==> src/rtl/tdm_demux_rx.sv <==
// TDM sample-link receiver: steers one sample per valid cycle into a channel
// slot and publishes each complete frame as a double-buffered parallel word.
module tdm_demux_rx #(
    parameter int unsigned NUM_CH = 4,
    parameter int unsigned DATA_W = 8,
    localparam int unsigned CW    = $clog2(NUM_CH)
) (
    input  logic                     clk,
    input  logic                     rst,
    input  logic                     in_valid,
    input  logic                     in_sof,
    input  logic [DATA_W-1:0]        in_data,
    output logic [NUM_CH*DATA_W-1:0] out_data,
    output logic                     out_valid,
    output logic [CW-1:0]            ch_idx,
    output logic                     frame_err
);

    typedef enum logic {
        IDLE,
        COLLECT
    } state_e;

    localparam logic [CW-1:0] LAST_CH = CW'(NUM_CH - 1);

    state_e                    state_q, state_d;
    logic [CW-1:0]             ch_idx_q, ch_idx_d;
    logic [DATA_W-1:0]         shadow_q [NUM_CH];
    logic [DATA_W-1:0]         shadow_d [NUM_CH];
    logic [NUM_CH*DATA_W-1:0]  out_data_q, out_data_d;
    logic                      out_valid_q, out_valid_d;
    logic                      frame_err_q, frame_err_d;

    always_comb begin
        state_d     = state_q;
        ch_idx_d    = ch_idx_q;
        shadow_d    = shadow_q;
        out_data_d  = out_data_q;
        out_valid_d = 1'b0;
        frame_err_d = 1'b0;

        if (in_valid) begin
            case (state_q)
                IDLE: begin
                    if (in_sof) begin
                        shadow_d[0] = in_data;
                        ch_idx_d    = CW'(1);
                        state_d     = COLLECT;
                    end else begin
                        frame_err_d = 1'b1;
                    end
                end
                COLLECT: begin
                    if (in_sof) begin
                        // Early sof restarts the frame with this sample as ch0.
                        frame_err_d = 1'b1;
                        shadow_d[0] = in_data;
                        ch_idx_d    = CW'(1);
                    end else begin
                        shadow_d[ch_idx_q] = in_data;
                        if (ch_idx_q == LAST_CH) begin
                            // Publish from shadow_d so the closing sample lands on the same edge.
                            for (int unsigned k = 0; k < NUM_CH; k++) begin
                                out_data_d[k*DATA_W +: DATA_W] = shadow_d[k];
                            end
                            out_valid_d = 1'b1;
                            ch_idx_d    = '0;
                            state_d     = IDLE;
                        end else begin
                            ch_idx_d = ch_idx_q + CW'(1);
                        end
                    end
                end
                default: begin
                    state_d  = IDLE;
                    ch_idx_d = '0;
                end
            endcase
        end
    end

    always_ff @(posedge clk) begin
        if (rst) begin
            state_q     <= IDLE;
            ch_idx_q    <= '0;
            out_data_q  <= '0;
            out_valid_q <= 1'b0;
            frame_err_q <= 1'b0;
            for (int unsigned k = 0; k < NUM_CH; k++) begin
                shadow_q[k] <= '0;
            end
        end else begin
            state_q     <= state_d;
            ch_idx_q    <= ch_idx_d;
            out_data_q  <= out_data_d;
            out_valid_q <= out_valid_d;
            frame_err_q <= frame_err_d;
            shadow_q    <= shadow_d;
        end
    end

    assign out_data  = out_data_q;
    assign out_valid = out_valid_q;
    assign ch_idx    = ch_idx_q;
    assign frame_err = frame_err_q;

endmodule
==> config.mk <==
export PLATFORM = sky130hd
export DESIGN_NAME = tdm_demux_rx
export DESIGN_NICKNAME = d
export VERILOG_FILES = /design/src/rtl/tdm_demux_rx.sv
export SDC_FILE = /design/constraint.sdc
export NUM_CORES = 1
export LEC_CHECK = 0
export ABC_AREA = 0
export CORE_ASPECT_RATIO = 1.75
export CORE_MARGIN = 2
export CORE_UTILIZATION = 46
export DETAILED_ROUTE_END_ITERATION = 7
export PLACE_DENSITY = 0.82
export SETUP_SLACK_MARGIN = 0.2
export SYNTH_ARGS = -nofsm -noshare
export SYNTH_HDL_FRONTEND = slang
export SYNTH_SLANG_ARGS = --single-unit
==> constraint.sdc <==
create_clock -name clk -period 1.35 [get_ports clk]
set_clock_uncertainty 0.1 [all_clocks]
set_input_delay 0.3375 -clock clk [delete_from_list [all_inputs] [get_ports clk]]
set_output_delay 0.3375 -clock clk [all_outputs]
set_load 0.02 [all_outputs]
# After elaboration in Yosys (flattened, before gate mapping)
# Cells that the tools add are included.
# totals
register_bits	69
input_bits	12
out_inout_bits	36
wordCells	41
# classes
n_addsub	1
order_cmp	2
eq_ne	2
muxes	17
bitwise_logic	4
n_reduce_logical	6
# ops
cell	n
32-bit bitwise mux	1
8-bit 2-to-1 mux	3
8-bit demux with 2-bit select	1
8-bit case mux with 2 select lines	1
2-bit 2-to-1 mux	3
1-bit 2-to-1 mux	5
1-bit case mux with 2 select lines	2
2-bit case mux with 2 select lines	1
4-bit AND reduction	1
4-bit OR reduction	1
3-bit greater-or-equal comparator (second input constant)	1
3-bit by 1-bit < comparator with 1-bit output (second input constant)	1
1-bit NOT	3
2-bit NOT with 3-bit output	1
3-bit AND reduction	1
2-bit by 1-bit adder with 2-bit output (second input constant)	1
2-bit == test (second input constant)	1
2-bit inequality test (second input constant)	1
2-bit AND reduction	1
2-bit OR reduction	1
1-bit logical AND	1

# Depth between registers and ports, before layout
# logic_depth
ltp_word	8
depth_mapped	7
mapped_depth_nobuf	5

# Least setup slack after synthesis
# No wires, ideal clock.
# synth_path
path_kind	reg-to-reg
startpoint	register ch_idx_q[0], in the netlist ch_idx[0]
endpoint	register shadow_q[24] in the netlist's numbering
setup_ns	0.118
arrival_time_ns	1.460
required_time_ns	1.132
slack_ns	-0.328
stages_incl_launch_ff	7
n_path_buf	2
synth_period_minus_slack_ns	1.678
path_cell_list	dfxtp_1 inv_1 ha_1 clkbuf_1 o21a_1 buf_4 mux2i_1
# synth_via
elab_chain_cells	8
word_cells_on_any_way	9
cone_classes	order compare: 2; mux: 5; bitwise: 1; reduce/logical: 1
# synth_lines
element	line_no	source
start, declared	27	logic [CW-1:0] ch_idx_q, ch_idx_d;
start signal, assigned	94	ch_idx_q <= ch_idx_d;
2-bit NOT with 3-bit output (not written as such) (*)	60	shadow_d[ch_idx_q] = in_data;
3-bit greater-or-equal comparator (not written as such) or 3-bit by 1-bit < comparator with 1-bit output (tied branches)	60	
1-bit logical AND (not written as such)	60	
8-bit 2-to-1 mux (not written as such)	60	
8-bit demux with 2-bit select (*)	60	
32-bit bitwise mux (*)	60	
8-bit 2-to-1 mux (*)	54	if (in_sof) begin
8-bit case mux with 2 select lines (*)	43	case (state_q)
end signal, assigned	98	shadow_q <= shadow_d;
end, declared	28	logic [DATA_W-1:0] shadow_q [NUM_CH];
# Mark *: on every way between the ends. The rest lies on a longest branch, timed or not.
# A chain may end at the register's enable or synchronous reset.

# Worst setup path after layout
# layout_path
startpoint	register ch_idx_q[1], in the netlist ch_idx[1]
endpoint	register out_data_q[3], in the netlist out_data[3]
# layout_via
elab_chain_cells	6
word_cells_on_any_way	9
cone_classes	order compare: 2; eq/ne: 1; mux: 3; bitwise: 1; reduce/logical: 2
# layout_lines
element	line_no	source
2-bit NOT with 3-bit output (not written as such)	60	
3-bit greater-or-equal comparator (not written as such) or 3-bit by 1-bit < comparator with 1-bit output (tied branches)	60	
1-bit logical AND (not written as such)	60	
8-bit 2-to-1 mux (not written as such)	60	
8-bit demux with 2-bit select	60	
32-bit bitwise mux	60	
end signal, assigned	95	out_data_q <= out_data_d;
end, declared	30	logic [NUM_CH*DATA_W-1:0] out_data_q, out_data_d;
# Parallel ways exist; a longest one is shown, timed or not.

==> results.toml <==
[grt]
grt_max_degree = 46
grt_pass1_wl_mm = 11.1
grt_pass1_vias = 2287
track_usage = 0.237
grt_antenna_before_repair = 0
grt.overflow.total = 0

[drt]
post_drt_wl_per_cell_um = 16.7
first_pass_iters = 4
via_count = 2394
drc = 0
drtIter0Drc = 88
ant_nets = 0
routed_via_density = 5.33
drt_wl_total_mm = 7.52

[worst_setup_path]
worstSetupPathType = "flip-flop to flip-flop"
r2r_slack_ps = -160
critical_path_buf_inv_count = 1
worst_setup_path_end_kind = "flip-flop"
cp.arrival_ps = 1660
slowest_stage = "dfxtp_4"
crit_chain = "ha_4, and4b_4, buf_6, nor2_2, a211oi_2"
timing.rr.start = "ch_idx[1]"
path_max_fanout = 8
critPathRequiredTime_ps = 1500
r2r_end = "out_data[3]"
path_delay_family = "simple AND/OR/NAND/NOR gates"
r2r_cells = 5
start_kind = "flip-flop"
critPathMaxStageDelay_ps = 390

[power_and_ir_drop]
power_density_nw_per_um2 = 896
power_mw = 3.67
vdd_drop_max_mv = 0.836
leakagePower_nw = 1.56

[sta]
finalWorstSetupSlack_ps = -164
finalCriticalPeriod_ps = 1510
hold-worst-slack_ps = 309
timing.fmax_mhz = 661
max_slew.worst_pin.slew_ps = 361
period_share = 1.12
rsz0062_at_grt = "true"
maxSlewHeadroom = 0.759
hold_viol = 0
slew_violations = 0
setup_viol = 48

[floorplan]
core_um2 = 5540
rows = 36
dieWidth_um = 61.1
dieHeight_um = 104
initial_core_util = 0.474
ioPinCount = 48
die_area_um2 = 6350

[final_layout]
syn_to_final_growth_pct = 56.2
final_common_cell = "nand2_1"
final_cell_mix = "nand2_1 (46), buf_6 (43), buf_4 (36), dfxtp_2 (35), mux2i_1 (28)"
drive_above_1_share = 0.539
nFillCells = 363
fin_nets = 386
antenna_cells = 0

[hold_path]
hold_start = "rst"
whs_path_depth = 3
hp-class = "input port to flip-flop"
min_to = "out_data[24]"

[cts]
cts_tree = "yes"
insertion_delay_ps = 340
clk_pin_slew_worst_paths_ps = 60
cts_max_path_buffers = 2
cts_max_level = 3
cts.sinks = 61
cts_root_buf = "clkbuf_8"
cts_made_buffers = 9

[synthesis]
ys_seq_area_frac = 0.465
syn_inst = 283
avgSynthCellArea_um2 = 9.28
ys_seq_elements = 61
synth_nets = 301
synth_cell_types = 23
yosysWarnings = 0
synthesis.area_um2 = 2630

[placement]
placement.io_buffers = 47
gp_congestion = 0.868
dp_hpwl_mm = 4.34

[job]
drv_cap = 0

[run_status]
status = "complete, but fails checks"
violations = "negative setup slack"
[flip-flops by register name, summed over array words and instances (netlist names)]
register,count
frame_err,1
ch_idx,2
out_valid,1
shadow_q,24
state_q,1
out_data,32
[routing by layer]
metal	global-route usage	up-vias	routed length [µm]
met3	0.0622	24	267
met5	0	-	0
met2	0.362	67	3790
met1	0.290	1166	3150
met4	0.137	0	307
li1	-	1137	-
[logic make-up (layout without fill, tap and decap cells)]
family	after synthesis	after routing	synth area share
compound gates	54	54	0.145
flops	61	61	0.465
simple gates	103	103	0.181
fa+ha+maj	6	6	0.0286
mux	32	32	0.122
buf+inv	27	117	0.0581
[area by class of cell]
cell class                      instances  area [µm²]  share of cell area
Multi-Input combinational cell        195        1550               0.379
Sequential cell                        61        1270               0.310
Timing Repair Buffer                   97         995               0.243
Clock buffer                           15         166              0.0406
Tap cell                               76        95.1              0.0232
Inverter                                4        15.0             0.00366
Clock inverter                          1        5.00             0.00122
[Yosys cell counts, drive strengths merged]
cell type | count | share of area
o21bai | 1 | 0.0029
nand2 | 49 | 0.070
inv | 4 | 0.0057
and4b | 3 | 0.011
a31oi | 1 | 0.0024
buf | 14 | 0.040
nand2b | 18 | 0.043
nor3b | 1 | 0.0029
ha | 6 | 0.029
nor2b | 2 | 0.0048
nor2 | 26 | 0.037
nand3 | 1 | 0.0019
nand4b | 3 | 0.010
a22oi | 1 | 0.0029
o21a | 2 | 0.0057
mux2i | 32 | 0.12
a211oi | 24 | 0.084
dfxtp | 61 | 0.46
clkbuf | 9 | 0.013
a21oi | 25 | 0.048
[power by group]
group / leakage [nW] / switching [mW] / internal (mW)
logic: 0.957 / 0.204 / 0.187
clock network: 0.0877 / 0.674 / 0.767
registers: 0.512 / 0.0190 / 1.82
[metrics by stage]
stage	setup slack [ps]	utilization	cells	setup TNS, ps	instance area, µm²
6_report	-164	0.740	449	-5020	4100
4_1_cts	-90.3	0.719	445	-2250	3980
3_3_place_gp	-531	0.643	422	-26390	3560
2_1_floorplan	-48.5	-	283	-1290	2860
3_5_place_dp	-628	0.643	422	-27770	3560
5_1_grt	-204	0.740	449	-7320	4100
[worst min-delay path: stages]
cell	delay (ps)
buf_2	100
buf_12	220
a21oi_2	40
[worst max path at each step]
stage | from | to | slack, ps | cells after the start
finish | ch_idx[1] | out_data[3] | -160 | 5
detailed placement | in_sof | shadow_q[27] | -630 | 6
floorplan | ch_idx[0] | shadow_q[11] | -50 | 7
global placement | in_sof | shadow_q[25] | -530 | 6
CTS | ch_idx[1] | out_data[31] | -90 | 5
global route | ch_idx[0] | out_data[20] | -200 | 5
[timing repair]
action / in CTS / in global routing
endpoints found under the setup margin: 96 / 96
gates resized for setup: 274 / 18
pin swaps: 7 / 3
gates cloned: 1 / 1
buffers inserted: 6 / 3
hold buffers: 0 / 0
Note: power is estimated with default switching activity, not from simulation.
